## src/rtl/simon_pkg.sv

```systemverilog
// Shared Simon definitions: playback FSM state codes and width helpers,
// used by the playback reader, the sequence stack and the game controller.
package simon_pkg;

    typedef logic [2:0] state_t;

    localparam state_t ST_IDLE  = 3'd0;
    localparam state_t ST_FETCH = 3'd1;
    localparam state_t ST_WAIT  = 3'd2;
    localparam state_t ST_TONE  = 3'd3;
    localparam state_t ST_GAP   = 3'd4;
    localparam state_t ST_FIN   = 3'd5;

    localparam int MAX_SHIFT = 3;

    function automatic int addr_w(input int depth);
        return (depth > 1) ? $clog2(depth) : 1;
    endfunction

    function automatic int len_w(input int depth);
        return $clog2(depth + 1);
    endfunction

    // Tone length after the speed-up shift, never shorter than one clock.
    function automatic int tone_len(input int cycles, input int shift);
        int t;
        t = cycles >> shift;
        return (t < 1) ? 1 : t;
    endfunction

endpackage

```

## src/rtl/simon_playback_if.sv

```systemverilog
// Playback bus: game-control command/status plus the sequence RAM read port
// and the oscillator note outputs.
interface simon_playback_if
    import simon_pkg::*;
#(
    parameter int DATA_WIDTH = 2,
    parameter int DEPTH      = 16
);
    localparam int ADDR_W = addr_w(DEPTH);
    localparam int LEN_W  = len_w(DEPTH);

    logic                  start;
    logic                  abort;
    logic [LEN_W-1:0]      seq_len;
    logic                  rd_en;
    logic [ADDR_W-1:0]     rd_addr;
    logic [DATA_WIDTH-1:0] rd_data;
    logic [DATA_WIDTH-1:0] note_sel;
    logic                  note_on;
    logic                  busy;
    logic                  done;

    modport master (
        output start, abort, seq_len, rd_data,
        input  rd_en, rd_addr, note_sel, note_on, busy, done
    );

    modport slave (
        input  start, abort, seq_len, rd_data,
        output rd_en, rd_addr, note_sel, note_on, busy, done
    );

endinterface

```

## src/rtl/simon_timer.sv

```systemverilog
// Loadable down-counter shared by the TONE and GAP phases; zero flags the
// last cycle of the current phase.
module simon_timer #(
    parameter int W = 20
) (
    input  logic         clk,
    input  logic         rst_n,
    input  logic         load,
    input  logic [W-1:0] value,
    output logic         zero
);
    logic [W-1:0] count;

    // NOTE: sequential state uses non-blocking assignments so every flop samples pre-edge values.
    always_ff @(posedge clk or negedge rst_n) begin
        if (!rst_n)              count <= '0;
        else if (load)           count <= value;
        else if (count != '0)    count <= count - 1'b1;
    end

    assign zero = (count == '0);

endmodule

```

## src/rtl/simon_playback.sv

```systemverilog
// Simon sequence playback: reads entries 0..len-1 from a 1-cycle-latency RAM and
// plays each as a timed tone followed by a gap. Optional macro: SIMON_SPEEDUP_EN.
module simon_playback
    import simon_pkg::*;
#(
    parameter int DATA_WIDTH  = 2,
    parameter int DEPTH       = 16,
    parameter int TONE_CYCLES = 1000000,
    parameter int GAP_CYCLES  = 250000
) (
    input  logic           clk,
    input  logic           rst_n,
    simon_playback_if.slave bus
);
    localparam int ADDR_W = addr_w(DEPTH);
    localparam int LEN_W  = len_w(DEPTH);
    localparam int T_MAX  = (TONE_CYCLES > GAP_CYCLES) ? TONE_CYCLES : GAP_CYCLES;
    localparam int TW     = (T_MAX > 1) ? $clog2(T_MAX) : 1;

    state_t                state, state_nx;
    logic [ADDR_W-1:0]     index;
    logic [LEN_W-1:0]      len;
    logic [LEN_W-1:0]      len_clamped;
    logic [DATA_WIDTH-1:0] note_sel_q;
    logic                  tmr_load, tmr_zero, last_entry, accept;
    logic [TW-1:0]         tmr_value, tone_load;

    assign len_clamped = (bus.seq_len > LEN_W'(DEPTH)) ? LEN_W'(DEPTH) : bus.seq_len;
    assign accept      = (state == ST_IDLE) && bus.start && !bus.abort;
    assign last_entry  = (LEN_W'(index) == len - LEN_W'(1));

`ifdef SIMON_SPEEDUP_EN
    // Shift is frozen at START so the tone length stays constant within one playback.
    logic [1:0]       shift_q;
    logic [LEN_W-1:0] len_q4;
    assign len_q4    = len_clamped >> 2;
    assign tone_load = TW'(tone_len(TONE_CYCLES, int'(shift_q)) - 1);

    always_ff @(posedge clk or negedge rst_n) begin
        if (!rst_n)      shift_q <= '0;
        else if (accept) shift_q <= (len_q4 > LEN_W'(MAX_SHIFT)) ? 2'(MAX_SHIFT) : 2'(len_q4);
    end
`else
    assign tone_load = TW'(TONE_CYCLES - 1);
`endif

    // NOTE: every always_comb output gets a default first, so no path can infer a latch.
    always_comb begin
        state_nx  = state;
        tmr_load  = 1'b0;
        tmr_value = '0;
        if (state != ST_IDLE && bus.abort) begin
            state_nx = ST_IDLE;
        end else begin
            case (state)
                ST_IDLE:  if (accept) state_nx = (len_clamped == '0) ? ST_FIN : ST_FETCH;
                ST_FETCH: state_nx = ST_WAIT;
                ST_WAIT: begin
                    state_nx  = ST_TONE;
                    tmr_load  = 1'b1;
                    tmr_value = tone_load;
                end
                ST_TONE: if (tmr_zero) begin
                    state_nx  = ST_GAP;
                    tmr_load  = 1'b1;
                    tmr_value = TW'(GAP_CYCLES - 1);
                end
                ST_GAP:   if (tmr_zero) state_nx = last_entry ? ST_FIN : ST_FETCH;
                ST_FIN:   state_nx = ST_IDLE;
                default:  state_nx = ST_IDLE;
            endcase
        end
    end

    always_ff @(posedge clk or negedge rst_n) begin
        if (!rst_n) begin
            state      <= ST_IDLE;
            index      <= '0;
            len        <= '0;
            note_sel_q <= '0;
        end else begin
            state <= state_nx;
            if (accept) begin
                index <= '0;
                len   <= len_clamped;
            end
            if (state == ST_WAIT && !bus.abort)
                note_sel_q <= bus.rd_data;
            if (state == ST_GAP && tmr_zero && !bus.abort && !last_entry)
                index <= index + 1'b1;
        end
    end

    simon_timer #(.W(TW)) u_timer (
        .clk   (clk),
        .rst_n (rst_n),
        .load  (tmr_load),
        .value (tmr_value),
        .zero  (tmr_zero)
    );

    assign bus.rd_en    = (state == ST_FETCH);
    assign bus.rd_addr  = index;
    assign bus.note_sel = note_sel_q;
    assign bus.note_on  = (state == ST_TONE);
    assign bus.busy     = (state == ST_FETCH) || (state == ST_WAIT) ||
                          (state == ST_TONE)  || (state == ST_GAP);
    assign bus.done     = (state == ST_FIN);

endmodule

```

## src/flat_wrapper.sv

```systemverilog
// flat-port wrapper written by rule: the top's interface ports become plain ports
module simon_playback_flat import simon_pkg::*;
#(
    parameter int DATA_WIDTH  = 2,
    parameter int DEPTH       = 16,
    parameter int TONE_CYCLES = 1000000,
    parameter int GAP_CYCLES  = 250000
)
  (clk, rst_n, bus_start, bus_abort, bus_seq_len, bus_rd_data, bus_rd_en, bus_rd_addr, bus_note_sel, bus_note_on, bus_busy, bus_done);
  simon_playback_if #(.DATA_WIDTH(DATA_WIDTH), .DEPTH(DEPTH)) bus_i ();
  input  logic clk;
  input  logic rst_n;
  input wire logic [$bits(bus_i.start)-1:0] bus_start;
  input wire logic [$bits(bus_i.abort)-1:0] bus_abort;
  input wire logic [$bits(bus_i.seq_len)-1:0] bus_seq_len;
  input wire logic [$bits(bus_i.rd_data)-1:0] bus_rd_data;
  output wire logic [$bits(bus_i.rd_en)-1:0] bus_rd_en;
  output wire logic [$bits(bus_i.rd_addr)-1:0] bus_rd_addr;
  output wire logic [$bits(bus_i.note_sel)-1:0] bus_note_sel;
  output wire logic [$bits(bus_i.note_on)-1:0] bus_note_on;
  output wire logic [$bits(bus_i.busy)-1:0] bus_busy;
  output wire logic [$bits(bus_i.done)-1:0] bus_done;
  assign bus_i.start = bus_start;
  assign bus_i.abort = bus_abort;
  assign bus_i.seq_len = bus_seq_len;
  assign bus_i.rd_data = bus_rd_data;
  assign bus_rd_en = bus_i.rd_en;
  assign bus_rd_addr = bus_i.rd_addr;
  assign bus_note_sel = bus_i.note_sel;
  assign bus_note_on = bus_i.note_on;
  assign bus_busy = bus_i.busy;
  assign bus_done = bus_i.done;
  simon_playback #(.DATA_WIDTH(DATA_WIDTH), .DEPTH(DEPTH), .TONE_CYCLES(TONE_CYCLES), .GAP_CYCLES(GAP_CYCLES)) u_core (.clk(clk), .rst_n(rst_n), .bus(bus_i));
endmodule
```

## config.mk

```make
export PLATFORM = sky130hd
export DESIGN_NAME = simon_playback_flat
export DESIGN_NICKNAME = d
export VERILOG_FILES = /design/src/rtl/simon_pkg.sv /design/src/rtl/simon_playback_if.sv /design/src/rtl/simon_timer.sv /design/src/rtl/simon_playback.sv /design/src/flat_wrapper.sv
export SDC_FILE = /design/constraint.sdc
export NUM_CORES = 1
export LEC_CHECK = 0
export CAP_MARGIN = 20
export CELL_PAD_IN_SITES_DETAIL_PLACEMENT = 1
export CELL_PAD_IN_SITES_GLOBAL_PLACEMENT = 1
export CORE_MARGIN = 1
export CORE_UTILIZATION = 48
export CTS_BUF_LIST = sky130_fd_sc_hd__clkbuf_4
export CTS_CLUSTER_SIZE = 20
export DETAILED_ROUTE_END_ITERATION = 7
export PLACE_DENSITY_LB_ADDON = 0.1
export SYNTH_ARGS = -nofsm -noshare
export SYNTH_HDL_FRONTEND = slang
export SYNTH_SLANG_ARGS = --single-unit
```

## constraint.sdc

```tcl
create_clock -name clk -period 5.1 [get_ports clk]
set_clock_uncertainty 0.2 [all_clocks]
set_input_delay 0.51 -clock clk [delete_from_list [all_inputs] [get_ports clk]]
set_output_delay 0.51 -clock clk [all_outputs]
set_load 0.02 [all_outputs]
```

==> results of run 1 <==
[routing by layer]
| layer | GRT usage [%] | up-vias | wire length (microns) |
|---|---|---|---|
| met5 | 0 | - | 0 |
| met4 | 12.0 | 0 | 126 |
| met3 | 4.83 | 12 | 201 |
| met2 | 46.7 | 46 | 2590 |
| met1 | 32.3 | 881 | 2280 |
| li1 | - | 838 | - |
[registers in the layout (all words and copies together), names as in the netlist]
register,flops
u_core.u_timer.count,20
u_core.len,5
u_core.bus.rd_addr,4
u_core.state,3
u_core.bus.note_sel,2
[report_power, final]
part,switching (uW),internal [uW],total (uW)
logic,117,97.0,214
clock network,85.9,47.0,133
registers,69.6,321,390
[placed cells by master (no fill, tap or decap), drive strengths merged, types with 2 or more instances in the layout]
| cell type | count |
|---|---|
| a211o | 2 |
| a211oi | 3 |
| a21oi | 11 |
| a221o | 2 |
| a31o | 2 |
| a31oi | 5 |
| and3 | 2 |
| clkbuf | 5 |
| clkdlybuf4s50 | 20 |
| dfrtp | 34 |
| ha | 3 |
| inv | 8 |
| mux2i | 4 |
| nand2 | 26 |
| nand2b | 8 |
| nand3 | 9 |
| nand3b | 2 |
| nand4b | 2 |
| nor2 | 23 |
| nor2b | 2 |
| nor3 | 10 |
| nor4 | 9 |
| o211ai | 3 |
| o21ai | 9 |
| or2 | 2 |
| or3 | 5 |
| or4 | 2 |
| xnor2 | 7 |
| xor2 | 9 |
[cell families (layout without fill, tap and decap cells)]
| logic type | count (synthesis) | in the layout | synth area share [%] |
|---|---|---|---|
| fa+ha+maj | 3 | 3 | 1.89 |
| compound gates | 43 | 43 | 14.1 |
| flops | 34 | 34 | 42.9 |
| mux | 5 | 5 | 2.59 |
| buf+inv | 16 | 35 | 3.09 |
| xor+xnor | 16 | 16 | 7.07 |
| simple gates | 106 | 106 | 28.3 |
[layout make-up]
cell class	instances	area share, %
multi-input cells	173	47.3
flip-flops and latches	34	37.7
repair buffers	21	9.19
well taps	48	2.66
clock buffers	5	1.66
inverters	8	1.33
clock inverters	1	0.166
[worst max-delay path: stages, from the launching register on]
cell	delay [ps]
dfrtp_1	520
nor2_1	480
xnor2_1	180
clkdlybuf4s50_1	620
[final timing paths]
path | from | end | slack, ps | cells past startpoint
min in group asynchronous | rst_n | u_core.len[4] | 370 | 2
max reg2reg | u_core.u_timer.count[10] | u_core.bus.rd_addr[2] | 2500 | 5
max in group asynchronous | rst_n | u_core.u_timer.count[0] | 4000 | 2
min reg2reg | u_core.bus.note_sel[1] | u_core.bus.note_sel[1] | 320 | 2
max | u_core.state[0] | bus_busy | 2250 | 3
min | u_core.bus.note_sel[1] | u_core.bus.note_sel[1] | 320 | 2
[metrics by stage]
step	setup slack (ps)	utilization [%]	instances	hold slack (ps)	cell area [sq um]
after floorplan	2880	-	223	14.4	1980
after global placement	2620	58.4	284	262	2220
after detailed placement	2510	58.4	284	299	2220
after CTS	2270	59.5	290	326	2260
after global routing	2130	59.5	290	355	2260
final	2250	59.5	290	315	2260
==> impl_summary.md, run 1 <==
Synthesis
Of the synthesized area, sequential elements account for 42.9%. The fraction of synthesis flops using an asynchronous set or reset pin is 100%. Counting instances in the post-synthesis netlist gives the leading cell types as 34 x dfrtp_1, 25 x nand2_1, 23 x nor2_1. Among all cell types in the netlist, the one instantiated most often is dfrtp_1. Summed over its instances, the top area cell type makes up between 40% and 50% of the synthesized netlist area.

By area the synthesized netlist is led by dfrtp_1 43%, nand2_1 4.7%, nor2_1 4.4%, xor2_1 4.0%, xnor2_1 3.1%. Yosys printed 0 warnings. The top cell type by total area after synthesis is dfrtp_1. The main flop type after synthesis is dfrtp_1. In this run the cell area of the synthesized design comes to 1980 sq um. The total of flip-flops plus latches after synthesis is 34. Counting every net in the synthesized netlist gives 237. The synthesized instance count is 223.

The average size of a mapped cell is 8.89 sq um. The synthesized netlist contains 45 unique library cells. The number of enable-type register cells in the synthesized netlist is 0.

STA
The setup total negative slack is 0 ps. The actual transition at the worst max-transition pin is 675 ps. The number of hold violations in the final report is 0. The shortest clock period the worst path allows after layout is about 2800 ps. The number of pins with negative max-slew slack in the final report came to 0.

The number of setup violations in the final report is 0. The final cycle utilization of the critical path is 55.8%. Setup repair after global routing left no endpoint under its margin. Derived from the worst setup path, the maximum achievable clock frequency is 351 MHz. Headroom to the max-slew limit came out at about 55%.

Global routing
Entering global routing, the biggest net connects 35 pins. The number of antenna violations at the first check in global routing is 0. Global routing consumed, over all layers together, a little over a quarter of the routing resources.

The first global-routing pass estimated between 8000 and 9000 microns of wire. The number of global-route vias before repair was 1860. The total overflow reported by the global router is 0.

Drt
In the final routed layout, each cell accounts on average for 17.9 microns. The number of vias in the routed layout is 1777. The remaining design rule violation count is 0. The average via count per standard cell is 6.13. Once detail routing completed, the nets flagged for antenna violations numbered 0. The number of optimization iterations in the first detailed-route pass is 4. The total wirelength of the detailed-routed design is 5200 microns. The first routing iteration left 77 violations.

Critical path
The endpoint class of the critical path is a primary output. The maximum fanout count along the critical path is 13. The worst setup path is launched from a register.

The critical path arrival is 2140 ps. The critical path class is register to primary output. At the worst endpoint, the required time is 4390 ps.

Power
The final total power is ~740 uW. The power per standard cell area is 326 nW/um^2. For this design the static power due to leakage is slightly below 0.0009 uW.

The worst-case IR drop observed on VDD is 0.203 mV.

Floorplanning
For this configuration, the core starts out at a cell density of approximately 52%. In this run the vertical extent of the chip is 66.3 microns. The placeable core region is 3800 sq um.

The row count is 22. For this design the top-level I/O count stands at 21. The die outline width is 66.3 microns. The die area is between 4000 and 5000 sq um.

Final layout
Summing all multi-input logic gate instances after layout gives approximately 1100 sq um. Registers take 851 sq um. The post-layout net count is 257. Of the cells placed in the final design, the portion with a size suffix greater than 1 is 5.79%. The number of diodes is 0. Compared with the post-synthesis result, the final layout area differs by 14.0%. Counting the fill cells in the layout gives 455.

Clocking
At the later pin of the worst-skew pair, clock insertion delay measures 340 ps. The number of gates given a new drive strength after cts is 0. The CTS tree is done.

The clock transition at the registers of the reported paths is 90 ps. The number of buffers on the longest clock path is 2. The clock buffer count from CTS is 5.

The number of hold buffers added after CTS was 0. The number of H-tree branching levels is 2. The tree is rooted in a clkbuf_4. For this design, the sink count on the clock tree is 34.

The number of buffers inserted to repair setup after CTS is 0.

Worst hold path
The min-delay analysis places its worst path in the category register to register.

Placed design
The placer congestion estimate is 0.910. The placed wire-length estimate is a little under 4000 microns. The number of port buffers is 20.

Run
The total of max-cap violations is 0.

Run status
The run finished with clean final reports.
No activity file was read; power rests on OpenSTA's default activity.
==> run 2: changes to the inputs <==
- CORE_UTILIZATION: 48 -> 40
- clock period: 5.1 -> 2.3 ns (I/O delays scaled with it)
==> impl_summary.md, run 2 (synthesis results as in run 1) <==
STA
The actual transition at the worst max-transition pin is 604 ps (-71.1 ps). The worst hold slack after final layout is 94.3 ps (-221 ps). Setup repair after global routing could not meet its margin everywhere. The number of setup violations in the final report was 1 (+1).

The number of pins with negative max-slew slack in the final report is 0 (unchanged). The smallest clock period supported by the final layout is computed as 2310 ps. The number of hold violations in the final report is 0 (unchanged).

In the finished design, the share of the clock period the worst path needs comes to 100%. The final critical-path setup slack is -8.85 ps (-2260 ps). For this run, the top clock speed supported by timing is 433 MHz. The setup total negative slack came to -8.85 ps (-8.85 ps).

The relative max-transition margin came to 58.7% (+4.0 points).

Power
The power per standard cell area came to 681 nW/um^2 (+110%). The maximum ir drop on the vdd rail is 0.432 mV (+110%). The leakage component of the power was 0.00105 uW (+19%).

Final layout
The share of final-layout standard cells stronger than drive strength 1 is 17.6% (+12 points). The most common cell after layout, fill and taps aside is dfrtp_1. Ranked by flip-flop count, first place goes to u_core.u_timer.count. The area of all placed cells without fillers is 2530 sq um (+12%). The area growth from synthesis to final layout is 27.7%.

In the layout the commonest cells are 34 x dfrtp_1, 30 x buf_4, 25 x nand2_1, 23 x nor2_1, 19 x clkdlybuf4s50_1. The post-layout net count is 286 (+11%). The number of flip-flops in the largest register came to 20 (unchanged).

The number of diodes came to 0 (unchanged).

Drt
The number of vias in the routed layout came to 1837 (+3.4%). The remaining design rule violation count is 0 (unchanged). The count of nets left with antenna violations after detail routing is 0 (unchanged). The number of optimization iterations in the first detailed-route pass is 4 (unchanged). The number of design-rule violations left by the first detailed-router iteration is 94 (+22%).

The average via count per standard cell is 5.40 (-12%). The total wirelength of the detailed-routed design is 5410 microns (+3.9%). The average wire per cell in the routed design is 15.9 microns (-11%).

Global routing
The global-route wire length before repair is 9120 microns (+3.0%). The maximum number of pins on one net before global-route repair is 35 (unchanged). The overall fraction of global-route tracks in use was 23.1% (-3.8 points).

The number of antenna violations at the first check in global routing is 0 (unchanged). The number of global-route vias before repair is 1877 (+0.91%). The total overflow reported by the global router came to 0 (unchanged).

Floorplanning
The placeable core region is 4750 sq um (+25%). The die outline width is 72.4 microns (+9.3%). The die area came to 5240 sq um (+19%).

The starting density of the core is 41.7% (-10 points). The y dimension of the die is 72.4 microns (+9.3%). The row count came to 25 (+14%). The top-level port count is 21 (unchanged).

Critical path
The endpoint class of the critical path is a register. The number of cells on the worst reg-to-reg path is 5 (unchanged). The maximum fanout count along the critical path is 3 (-10). The critical path arrival is 2400 ps (+260 ps). STA classifies the critical path startpoint as a register. The critical path is of the register to register type. The required time of the critical path is 2390 ps (-2000 ps).

Clocking
The number of H-tree branching levels is 2 (unchanged). The cts-stage hold buffer count came to 0 (unchanged). The number of buffers on the longest clock path is 2 (unchanged). The later-pin clock latency in the skew report was 350 ps (about the same). The clock transition at the registers of the reported paths is 110 ps (+20 ps). The clock buffer count from CTS is 5 (unchanged).

The tree is rooted in a clkbuf_4. The CTS tree is done. The clock sink count is 34 (unchanged).

Run
The total of max-cap violations came to 0 (unchanged).

Placed design
The cell area reported after detailed placement came to 2450 sq um (+11%). The number of port buffers is 20 (unchanged). The placer congestion estimate is 0.878 (-3.5%). The placed wire-length estimate is 4140 microns (+5.8%).

Run status
The checks that failed: setup timing. The run finished, with violations left.

Worst hold path
The class of the most critical hold timing path is primary input to async pin.
[run 2: area by class of cell]
class                      instances  area, sq um
multi-input combinational        173         1080
tap                               67         83.8
clock buffer                       5         37.5
fill                             584         2220
clock inverter                     3         16.3
timing repair buffer              50          428
inverter                           8         30.0
sequential                        34          851
[run 2: per-stage QoR]
| step | setup slack [ps] | utilization [%] | total power, uW | cells |
|---|---|---|---|---|
| floorplan | 79.4 | - | 1160 | 223 |
| global placement | 62.5 | 51.6 | 1390 | 331 |
| detailed placement | 42.4 | 51.6 | 1410 | 331 |
| CTS | 3.73 | 52.7 | 1750 | 339 |
| global route | -73.2 | 53.2 | 1840 | 340 |
| finish | -8.85 | 53.2 | 1720 | 340 |
[run 2: final timing paths]
path	endpoint	startpoint	slack (ps)
setup / recovery	u_core.bus.rd_addr[3]	u_core.u_timer.count[11]	-9
hold / removal	u_core.u_timer.count[7]	rst_n	90
setup reg to reg	u_core.bus.rd_addr[3]	u_core.u_timer.count[11]	-9
hold reg to reg	u_core.bus.note_sel[0]	u_core.bus.note_sel[0]	290
max in group asynchronous	u_core.u_timer.count[1]	rst_n	1490
min in group clk	u_core.bus.note_sel[0]	bus_rd_data[0]	200
[run 2: critical path, cell delays in order, from the launching register on]
cell	delay [ps]
dfrtp_1	410
or4_4	570
or3_4	390
or4_4	420
nor3_2	160
a31o_1	110
[run 2: where the power goes]
group | total [uW] | internal (uW) | switching [uW]
clock | 326 | 113 | 213
combinational | 569 | 276 | 293
sequential | 828 | 710 | 118
[run 2: per-layer routing]
| metal | global-route usage, % | vias up | part of all wire, % |
|---|---|---|---|
| met5 | 0 | - | 0 |
| met4 | 10.9 | 0 | 2.9 |
| met3 | 4.44 | 14 | 2.4 |
| met2 | 38.5 | 26 | 49 |
| met1 | 28.8 | 898 | 45 |
| li1 | - | 899 | - |
[run 2: what timing repair did]
| action | CTS | global route |
|---|---|---|
| setup buffers | 0 | 1 |
| setup endpoints to repair | 0 | 4 |
| gates resized for setup | 0 | 4 |
==> run 3: changes to the inputs <==
- CELL_PAD_IN_SITES_DETAIL_PLACEMENT: 1 -> not set
- CELL_PAD_IN_SITES_GLOBAL_PLACEMENT: 1 -> not set
- CORE_UTILIZATION: 40 -> 53
- PLACE_DENSITY: not set -> 0.78
- PLACE_DENSITY_LB_ADDON: 0.1 -> not set
- SLEW_MARGIN: not set -> 5
==> impl_summary.md, run 3 (synthesis results as in run 1) <==
Final layout
The number of flip-flops in the largest register came to 20 (unchanged). The area of all placed cells without fillers was 2480 sq um (-1.8%). The area growth from synthesis to final layout is 25.4%.

The post-layout net count is 281 (-1.7%). The number of diodes is 0 (unchanged). Leaving out fill and tap cells, the most frequent cell in the layout is dfrtp_1. The share of final-layout standard cells stronger than drive strength 1 came to 18.3% (+0.70 points).

The register bank with the most flops is u_core.u_timer.count. Leaving out fill and tap cells, the most frequent cells in the layout are 32 x dfrtp_1, 25 x nand2_1, 25 x buf_4, 22 x nor2_1, 19 x clkdlybuf4s50_1.

Floorplanning
The top-level port count is 21 (unchanged). The row count is 21 (-16%). The die area was 3990 sq um (-24%). The starting density of the core is 57.1% (+15 points). The y dimension of the die is 63.2 microns (-13%). The die outline width was 63.2 microns (-13%). The placeable core region is 3470 sq um (-27%).

Drt
The number of optimization iterations in the first detailed-route pass is 4 (unchanged). The total wirelength of the detailed-routed design is 4960 microns (-8.3%). The number of vias in the routed layout was 1837 (unchanged).

The average via count per standard cell came to 5.85 (+8.3%). The number of design-rule violations left by the first detailed-router iteration was 105 (+12%). The count of nets left with antenna violations after detail routing came to 0 (unchanged). The remaining design rule violation count came to 0 (unchanged).

The average wire per cell in the routed design is 15.8 microns (-0.67%).

Critical path
The destination of the worst register-to-register timing path is u_core.bus.rd_addr[3]. The logic depth of the worst path, buffers included is 5 (unchanged). The most critical setup path has its startpoint at u_core.u_timer.count[10].

The maximum single-stage delay on the critical path came to 560 ps (about the same). The number of cells on the worst reg-to-reg path is 5 (unchanged). The critical path arrival is 2420 ps (+20 ps).

The maximum fanout count along the critical path came to 5 (+2). The slack of the worst reg-to-reg path is -40 ps (-30 ps). On the critical path the largest part of the delay comes from simple AND/OR/NAND/NOR gates. The termination of the worst setup path is u_core.bus.rd_addr[3]. The required time of the critical path came to 2380 ps (about the same).

The startpoint type of the worst setup path is a register. Among the stages of the critical path, the cell type that occurs most often is or4_4. The source of the worst register-to-register timing path is u_core.u_timer.count[10]. The slowest stage of the critical path is the or4_4 cell.

The critical path buffer and inverter count is 0 (unchanged). Walking the worst path, the cells encountered are or4_4 -> or3_4 -> or4_4 -> nor3_2 -> a31o_1. The critical path is of the register to register type.

The worst setup path is captured at a register.

STA
The final critical-path setup slack is -36.2 ps (-27.3 ps). The actual transition at the worst max-transition pin is 495 ps (-109 ps). The shortest clock period the worst path allows after layout is 2340 ps (+27.3 ps). The worst hold slack after final layout is 76.4 ps (-17.9 ps).

The highest clock frequency the design can meet is 428 MHz (-1.2%). The number of setup violations in the final report is 1 (unchanged). The number of hold violations in the final report is 0 (unchanged). The final cycle utilization of the critical path came to 102% (+1.2 points). Setup repair after global routing could not meet its margin everywhere. The number of pins with negative max-slew slack in the final report is 0 (unchanged).

The relative max-transition margin is 66.7% (+8.0 points).

Clocking
The clock transition at the registers of the reported paths is 110 ps (about the same). The later-pin clock latency in the skew report is 350 ps (about the same). The clock sink count is 34 (unchanged). The number of buffers on the longest clock path is 2 (unchanged). The cts-stage hold buffer count was 0 (unchanged).

The number of H-tree branching levels was 2 (unchanged). The clock tree root driver cell is clkbuf_4. TritonCTS built the clock tree.

The clock buffer count from CTS is 5 (unchanged).

Run status
The final reports fail on setup timing. The flow ran to the end, but the final reports show violations.

Global routing
The maximum number of pins on one net before global-route repair was 35 (unchanged). The number of global-route vias before repair is 1827 (-2.7%). The total overflow reported by the global router is 0 (unchanged). The overall fraction of global-route tracks in use came to 27.3% (+4.2 points). The number of antenna violations at the first check in global routing was 0 (unchanged). The global-route wire length before repair is 8310 microns (-8.8%).

Worst hold path
The class of the most critical hold timing path is primary input to async pin.

Power
The leakage component of the power is 0.00102 uW (-2.5%). The maximum ir drop on the vdd rail was 0.677 mV (+57%). The power per standard cell area is 696 nW/um^2 (+2.1%).

Placed design
The placed wire-length estimate was 3500 microns (-15%). The cell area reported after detailed placement came to 2380 sq um (-2.9%). The placer congestion estimate is 0.953 (+8.5%). The number of port buffers came to 20 (unchanged).

Run
The total of max-cap violations is 0 (unchanged).
run 3: metrics by stage:
stage / setup slack (ps) / cells / util, % / setup TNS [ps] / total power (uW)
6_report: -36.2 / 314 / 71.6 / -36.2 / 1730
5_1_grt: -78.1 / 314 / 71.6 / -193 / 1840
4_1_cts: 1.42 / 312 / 70.3 / 0 / 1720
3_5_place_dp: 22.3 / 304 / 68.7 / 0 / 1390
3_3_place_gp: 38.1 / 304 / 68.7 / 0 / 1370
2_1_floorplan: 79.4 / 223 / - / 0 / 1160
run 3: layer usage:
layer  wire, microns  global-route usage (%)  vias to the layer above
li1                -                       -                      894
met1            2180                    34.5                      867
met2            2400                    45.2                       66
met5               0                       0                        -
met4              91                    14.0                        0
met3             293                    3.99                       10
run 3: layout make-up:
type,count,area (sq um)
repair buffers,45,390
fillers,281,983
well taps,46,57.6
inverters,8,30.0
clock inverters,2,8.76
flip-flops and latches,34,853
clock buffers,6,45.0
multi-input cells,173,1100
run 3: what timing repair did:
| item | CTS | global route |
|---|---|---|
| gates resized for setup | 1 | 10 |
| cloned | 0 | 0 |
| buffers inserted | 0 | 2 |
| endpoints found under the hold margin | 0 | 0 |
| pin swaps | 0 | 3 |
| setup endpoints to repair | 1 | 8 |
run 3: worst min-delay path by stage:
| stage | end | slack, ps | cells past startpoint |
|---|---|---|---|
| 4_1_cts | u_core.bus.note_sel[1] | 80 | 2 |
| 2_1_floorplan | u_core.bus.note_sel[0] | -270 | 0 |
| 3_3_place_gp | u_core.bus.note_sel[0] | 260 | 2 |
| 6_report | u_core.bus.note_sel[1] | 80 | 2 |
| 5_1_grt | u_core.bus.note_sel[1] | 130 | 2 |
| 3_5_place_dp | u_core.bus.note_sel[1] | 270 | 2 |
run 3: power breakdown:
part | internal (uW) | switching, uW | total [uW]
combinational | 278 | 296 | 574
sequential | 711 | 122 | 833
clock | 126 | 195 | 321
